===== src/rtl/mul32x32_seq_ctrl.sv =====
`default_nettype none
// ============================================================================
// Module   : mul32x32_seq_ctrl
// Function : Sequential A x B multiply built from a combinational A x 8 stage,
//            one byte slice of B per cycle. Optional macro MUL_ZERO_SKIP_EN
//            ends the run early once the remaining B slices are all zero.
// Revision : 1.0 - initial release
// ============================================================================
module mul32x32_seq_ctrl #(
    parameter int A_W    = 32,
    parameter int SLICES = 4,
    localparam int B_W   = 8 * SLICES,
    localparam int RES_W = A_W + B_W
) (
    input  logic             clk,
    input  logic             rst_n,
    input  logic             in_valid,
    output logic             in_ready,
    input  logic [A_W-1:0]   in_a,
    input  logic [B_W-1:0]   in_b,
    output logic [A_W-1:0]   mul_a,
    output logic [7:0]       mul_b,
    input  logic [A_W+7:0]   mul_y,
    output logic             out_valid,
    input  logic             out_ready,
    output logic [RES_W-1:0] out_data,
    output logic             busy
);

    localparam int KW = (SLICES > 1) ? $clog2(SLICES) : 1;
    localparam logic [KW-1:0] K_LAST = KW'(SLICES - 1);

    localparam logic [1:0] S_IDLE = 2'd0;
    localparam logic [1:0] S_RUN  = 2'd1;
    localparam logic [1:0] S_DONE = 2'd2;

    logic [1:0]       state;
    logic [B_W-1:0]   b_reg;
    logic [RES_W-1:0] acc;
    logic [KW-1:0]    k;
    logic [7:0]       next_slice;
    logic             run_last;

    // Slice k+1 of B; mul_b is loaded one edge ahead so mul_y is valid in-cycle.
    assign next_slice = 8'(b_reg >> (8 * (32'(k) + 32'd1)));

`ifdef MUL_ZERO_SKIP_EN
    logic upper_zero;
    assign upper_zero = ((b_reg >> (8 * (32'(k) + 32'd1))) == '0);
    assign run_last   = (k == K_LAST) || upper_zero;
`else
    assign run_last   = (k == K_LAST);
`endif

    always_ff @(posedge clk or negedge rst_n) begin
        if (!rst_n) begin
            state <= S_IDLE;
            mul_a <= '0;
            mul_b <= '0;
            b_reg <= '0;
            acc   <= '0;
            k     <= '0;
        end else begin
            case (state)
                S_IDLE: begin
                    if (in_valid) begin
                        mul_a <= in_a;
                        b_reg <= in_b;
                        mul_b <= in_b[7:0];
                        acc   <= '0;
                        k     <= '0;
                        state <= S_RUN;
                    end
                end
                S_RUN: begin
                    acc <= acc + (RES_W'(mul_y) << {k, 3'b000});
                    if (run_last) begin
                        mul_b <= '0;
                        state <= S_DONE;
                    end else begin
                        mul_b <= next_slice;
                        k     <= k + 1'b1;
                    end
                end
                S_DONE: begin
                    if (out_ready) begin
                        state <= S_IDLE;
                    end
                end
                default: state <= S_IDLE;
            endcase
        end
    end

    assign in_ready  = (state == S_IDLE);
    assign out_valid = (state == S_DONE);
    assign busy      = (state == S_RUN) || (state == S_DONE);
    assign out_data  = acc;

endmodule
`default_nettype wire

===== config.mk =====
export PLATFORM = sky130hd
export DESIGN_NAME = mul32x32_seq_ctrl
export DESIGN_NICKNAME = d
export VERILOG_FILES = /design/src/rtl/mul32x32_seq_ctrl.sv
export SDC_FILE = /design/constraint.sdc
export NUM_CORES = 1
export LEC_CHECK = 0
export CAP_MARGIN = 20
export CORE_ASPECT_RATIO = 1.2
export CORE_UTILIZATION = 47
export DETAILED_ROUTE_END_ITERATION = 8
export HOLD_SLACK_MARGIN = 0.08
export PLACE_DENSITY = 0.82
export SLEW_MARGIN = 20
export SYNTH_ARGS = -nofsm -noshare
export SYNTH_HDL_FRONTEND = slang
export SYNTH_SLANG_ARGS = --single-unit

===== constraint.sdc =====
create_clock -name clk -period 4 [get_ports clk]
set_clock_uncertainty 0.15 [all_clocks]
set_input_delay 0.6 -clock clk [delete_from_list [all_inputs] [get_ports clk]]
set_output_delay 0.6 -clock clk [all_outputs]
set_load 0.01 [all_outputs]

* Word-level counts from Yosys, hierarchy flattened
Index checks and enable logic that the tools add are counted.
** Storage, ports and cells
- Bits in registers :: 140
- Input bits :: 108
- Output and inout bits :: 107
- Word-level logic and storage cells :: 37
** Operators by class
- Add/sub/neg operators :: 3
- Eq/ne operators :: 7
- Shift operators :: 2
- Muxes and demuxes :: 12
- Reduce and logical (&&, ||, !) cells :: 7
** Operators with widths (count)
- 64-bit case mux with 2 select lines :: 1
- 64-bit adder :: 1
- 64-bit two-way mux :: 1
- 40-bit by 5-bit << shifter with 64-bit output :: 1
- 32-bit by 6-bit >> shifter with 8-bit output :: 1
- 8-bit two-way mux :: 2
- 8-bit case mux with 2 select lines :: 1
- 2-bit two-way mux :: 5
- 2-bit != test, second input constant :: 3
- 2-bit case mux with 3 select lines :: 1
- 3-bit AND reduction :: 2
- 2-bit equality test, second input constant :: 2
- 2-bit case mux with 2 select lines :: 1
- 2-bit AND reduction :: 2
- 2-bit by 1-bit adder with 3-bit output, second input constant :: 1
- 2-bit by 1-bit adder with 2-bit output, second input constant :: 1
- 2-bit by 1-bit equality test with 1-bit output, second input constant :: 1
- 2-bit logical NOT :: 1
- 2-bit by 1-bit != test with 1-bit output, second input constant :: 1
- 2-bit nonzero test :: 1
- 1-bit logical OR :: 1

* Logic depth before layout (Yosys ltp)
- Word-level depth :: 4
- Depth in mapped cells :: 17
- Gate-level depth less buffers :: 15

* Worst setup path after synthesis
Ideal clock, no wire load.
- Kind :: reg-to-reg
- From :: register k[0]
- To :: register acc[59], in the netlist out_data[59]
- Setup time :: 122 ps
- Arrival :: 4166 ps
- Data required time :: 3728 ps
- Path slack :: -438 ps
- Cell stages (with the launch flop) :: 18
- Path buffers :: 4
- Period minus slack after synthesis :: 4438 ps
- Path through :: dfrtp_1 clkbuf_1 clkbuf_1 clkbuf_1 mux2i_1 a21oi_1 ha_1 clkbuf_1 nand2_1 nor4_2 nand2_1 o211a_1 o2111ai_1 o21ai_1 a21boi_0 o21ai_0 a21o_1 a32o_1
** Between the ends
- Cells in the longest elaborated chain, start to end :: 3
** RTL lines
- start: declaration :: RTL line 40 : logic [KW-1:0] k;
- start signal: assignment :: RTL line 82 : k <= k + 1'b1;
- 40-bit by 5-bit << shifter with 64-bit output :: RTL line 76 : acc <= acc + (RES_W'(mul_y) << {k, 3'b000});
- 64-bit adder :: RTL line 76
- 64-bit case mux with 2 select lines :: RTL line 64 : case (state)
- end signal: assignment :: RTL line 76
- end: declaration :: RTL line 39 : logic [RES_W-1:0] acc;
No other way between the ends.
A chain may end at the register's enable or synchronous reset.

* Worst setup path in the final report
- From :: input mul_y[7]
- To :: register acc[57], in the netlist out_data[57]
** Between the ends
- Cells in the longest elaborated chain, start to end :: 3
** RTL lines
- start: declaration :: RTL line 23 : input logic [A_W+7:0] mul_y,
- 40-bit by 5-bit << shifter with 64-bit output :: RTL line 76
- 64-bit adder :: RTL line 76
- 64-bit case mux with 2 select lines :: RTL line 64
No other way between the ends.

==> run metrics <==
grt met2 use 0.590; post-route clock period utilization 0.999; DRT Pass-1 Iters 7; Util after Layout 0.709; Data arrival, critical path 4.21 ns; RSZ-0062 raised after global routing true; DR vias/cell 5.94; LEAKAGE 6.70 nW; commonest non-fill, non-tap cell in the layout clkdlybuf4s50_1; Slowest-stage cell, CP clkdlybuf4s50_1; pin count of the biggest net entering global routing 90; clock sinks between 100 and 150; max reg flops 64; Syn. warnings 0; fin. max-slew vios 0; top_reg_cell synth dfrtp_1; Clock transition at path regs around 0.070 ns; met1 Usage GRT 0.401; Startpoint Class input port; Post-synth EDFFs 0; share of layout cells above drive strength 1 0.240; Post-Synthesis Cells between 1,000 and 1,500; CP Depth 16; die area about 22,000 µm²; CTS Buf Count 17; Worst Setup EP out_data[57]; DR vias 10,500; Initial Util 0.486; Final Non-Filler Cells around 1,800; DP HPWL around 29,000 µm; Iteration-0 DRC Markers 859; met3 usage in global routing 0.0753; CP bufs+invs 3; Fin. Hold Viols 0; Cell variety after synth slightly above 80; clk root buf clkbuf_16; crit-path cells clkdlybuf4s50_1, mux2i_1, nor2_1, ha_1, and3_2, nand4_1, a21oi_1, o21ai_1, a21oi_2, o211ai_1, buf_4, a2111oi_1, nor3_1, buf_4, or4_1, nand3_1; CP endpoint kind flop; number of max-cap violations 0; commonest non-fill, non-tap cells in the layout clkdlybuf4s50_1 (212), buf_4 (206), nand2_1 (136); Hold Crit Class input port to async pin; Seq/Total Area, Yosys 0.332; WHS 0.0495 ns; Routed WL 37,000 µm; CTS HTree Levels 4; most frequent CP cell buf_4; initial antenna violation count 0; Routed Antenna Nets 0; GRT Total Usage 0.344; Worst-Margin Slew 1.06 ns; placed cell count between 1,500 and 2,000; Post-Place Setup Slack -0.516 ns; FF-to-FF Start k[0]; Max Fanout on Critical Path 4; CORE AREA 20,500 µm²; ANT cells 0; Required @ worst endpoint 4.22 ns; PwrDens 872 nW/µm²; Die Width around 130 µm; r2r setup slk 0.03 ns; GRT Max-Usage Layer met2; # DRC 0; I/O Buffers 214; Synth Register Bits ~130; clk buf depth 2; Clk Latency, worst-skew pair approximately 0.44 ns; Slew headroom 0.289; Post-Syn Area 9940 µm²; Final WS setup between 0.004 and 0.005 ns; fmax around 0.25 GHz; worst setup path startpoint mul_y[7]; status complete, no violations; first-pass GRT wire length 57,300 µm; Setup-failing EPs final 0; grt ovf 0; I/O pin total 215; crit path kind input port to flop; average size of a mapped cell 8.92 µm²; worst vdd ir 0.000517 V; area grow syn2layout 46.1%; net count after synthesis 1,290; Row Count 57; setup TNS 0 ns; Final min period 4.00 ns; Largest delay share family, worst path simple AND/OR/NAND/NOR gates; asr flop ratio synth 1.00; RePlAce Congestion 1.04; CTS tree done; worst-case reg-to-reg path depth 16; drt wl/cell 20.8 µm; crit-path max cell delay roughly 0.58 ns; vias in the first global route 10,800; FF-to-FF End out_data[57]; nets 1,674; Die Ht 161 µm
where the power goes:
| part | switching, mW | internal [mW] | total, mW | leakage (nW) |
|---|---|---|---|---|
| Combinational | 4.36 | 4.16 | 8.51 | 4.75 |
| Sequential | 0.484 | 1.95 | 2.43 | 1.65 |
| Clock | 0.755 | 0.959 | 1.71 | 0.307 |
| Total | 5.60 | 7.06 | 12.7 | 6.70 |
worst min path at each step:
stage                     startpoint         to  slack [ns]  depth (start not counted)
after CTS                      rst_n  mul_a[10]        0.11                          1
final                          rst_n  mul_a[10]        0.05                          1
after detailed placement    mul_b[7]   mul_b[7]        0.33                          2
after global routing           rst_n  mul_a[10]        0.14                          1
after floorplan                rst_n  b_reg[10]        0.15                          0
after global placement      mul_b[5]   mul_b[5]        0.32                          2
routing by layer:
metal | vias up | wire length [µm] | part of all wire
met1 | 5061 | 14400 | 0.39
met4 | 0 | 1890 | 0.051
met5 | - | 0 | 0
met3 | 126 | 2700 | 0.073
met2 | 515 | 18000 | 0.49
li1 | 4847 | - | -
through the flow:
| stage | power, mW | cell area, µm² |
|---|---|---|
| after detailed placement | 10.6 | 13700 |
| final | 12.7 | 14500 |
| after global placement | 10.4 | 13700 |
| after global routing | 13.4 | 14500 |
| after floorplan | 6.88 | 9940 |
| after CTS | 12.4 | 14400 |
cell type report:
| cell class | instances | area, µm² |
|---|---|---|
| multi-input combinational | 895 | 6350 |
| inverter | 27 | 101 |
| fill | 1592 | 5950 |
| timing repair buffer | 425 | 3790 |
| tap | 265 | 332 |
| clock buffer | 17 | 425 |
| sequential | 132 | 3310 |
| clock inverter | 15 | 204 |
synth_stat cells (3+ instances only):
cell        n  area, µm²
o21ai_1    10       50.1
clkbuf_1   43        161
mux2i_1    45        450
xnor2_1    26        228
nand2_1   137        514
a211oi_1    4       30.0
inv_1      26       97.6
o21bai_1   12       90.1
or3_1       4       25.0
a21boi_0    4       30.0
mux2_2     64        721
and3_1     20        125
nor4_1      4       25.0
nand2b_1    7       43.8
ha_1       67        838
a21o_2      5       43.8
nor2_1     60        225
a22o_1     12        105
o21a_1      5       37.5
a21o_1     36        270
a222oi_1    5       50.1
nor2b_1    14       87.6
nand4_1    12       75.1
nand3_1    16       80.1
buf_6       3       33.8
a21oi_1    92        460
xor2_1     27        236
a31oi_1    12       75.1
buf_2       3       15.0
and2_1     11       68.8
o21ai_0    98        490
nor3_1     15       75.1
a22oi_1     3       22.5
clkbuf_8    5       68.8
dfrtp_1   132       3300
buf_1       3       11.3
o31ai_1     4       30.0
o211ai_1   11       82.6
logic make-up after synthesis:
family / after synthesis / synth area share
simple gates: 314 / 0.147
buf+inv: 87 / 0.0422
flops: 132 / 0.332
compound gates: 351 / 0.227
xor+xnor: 53 / 0.0467
mux: 109 / 0.118
fa+ha+maj: 68 / 0.0864
what timing repair did:
item / 4_1_cts / 5_1_grt
setup endpoints to repair: 5 / 21
gates resized for setup: 2 / 28
buffers inserted: 0 / 3
cloned: 0 / 0
hold buffers: 0 / 0
pin swaps: 0 / 4
No activity file was read; power rests on OpenSTA's default activity.
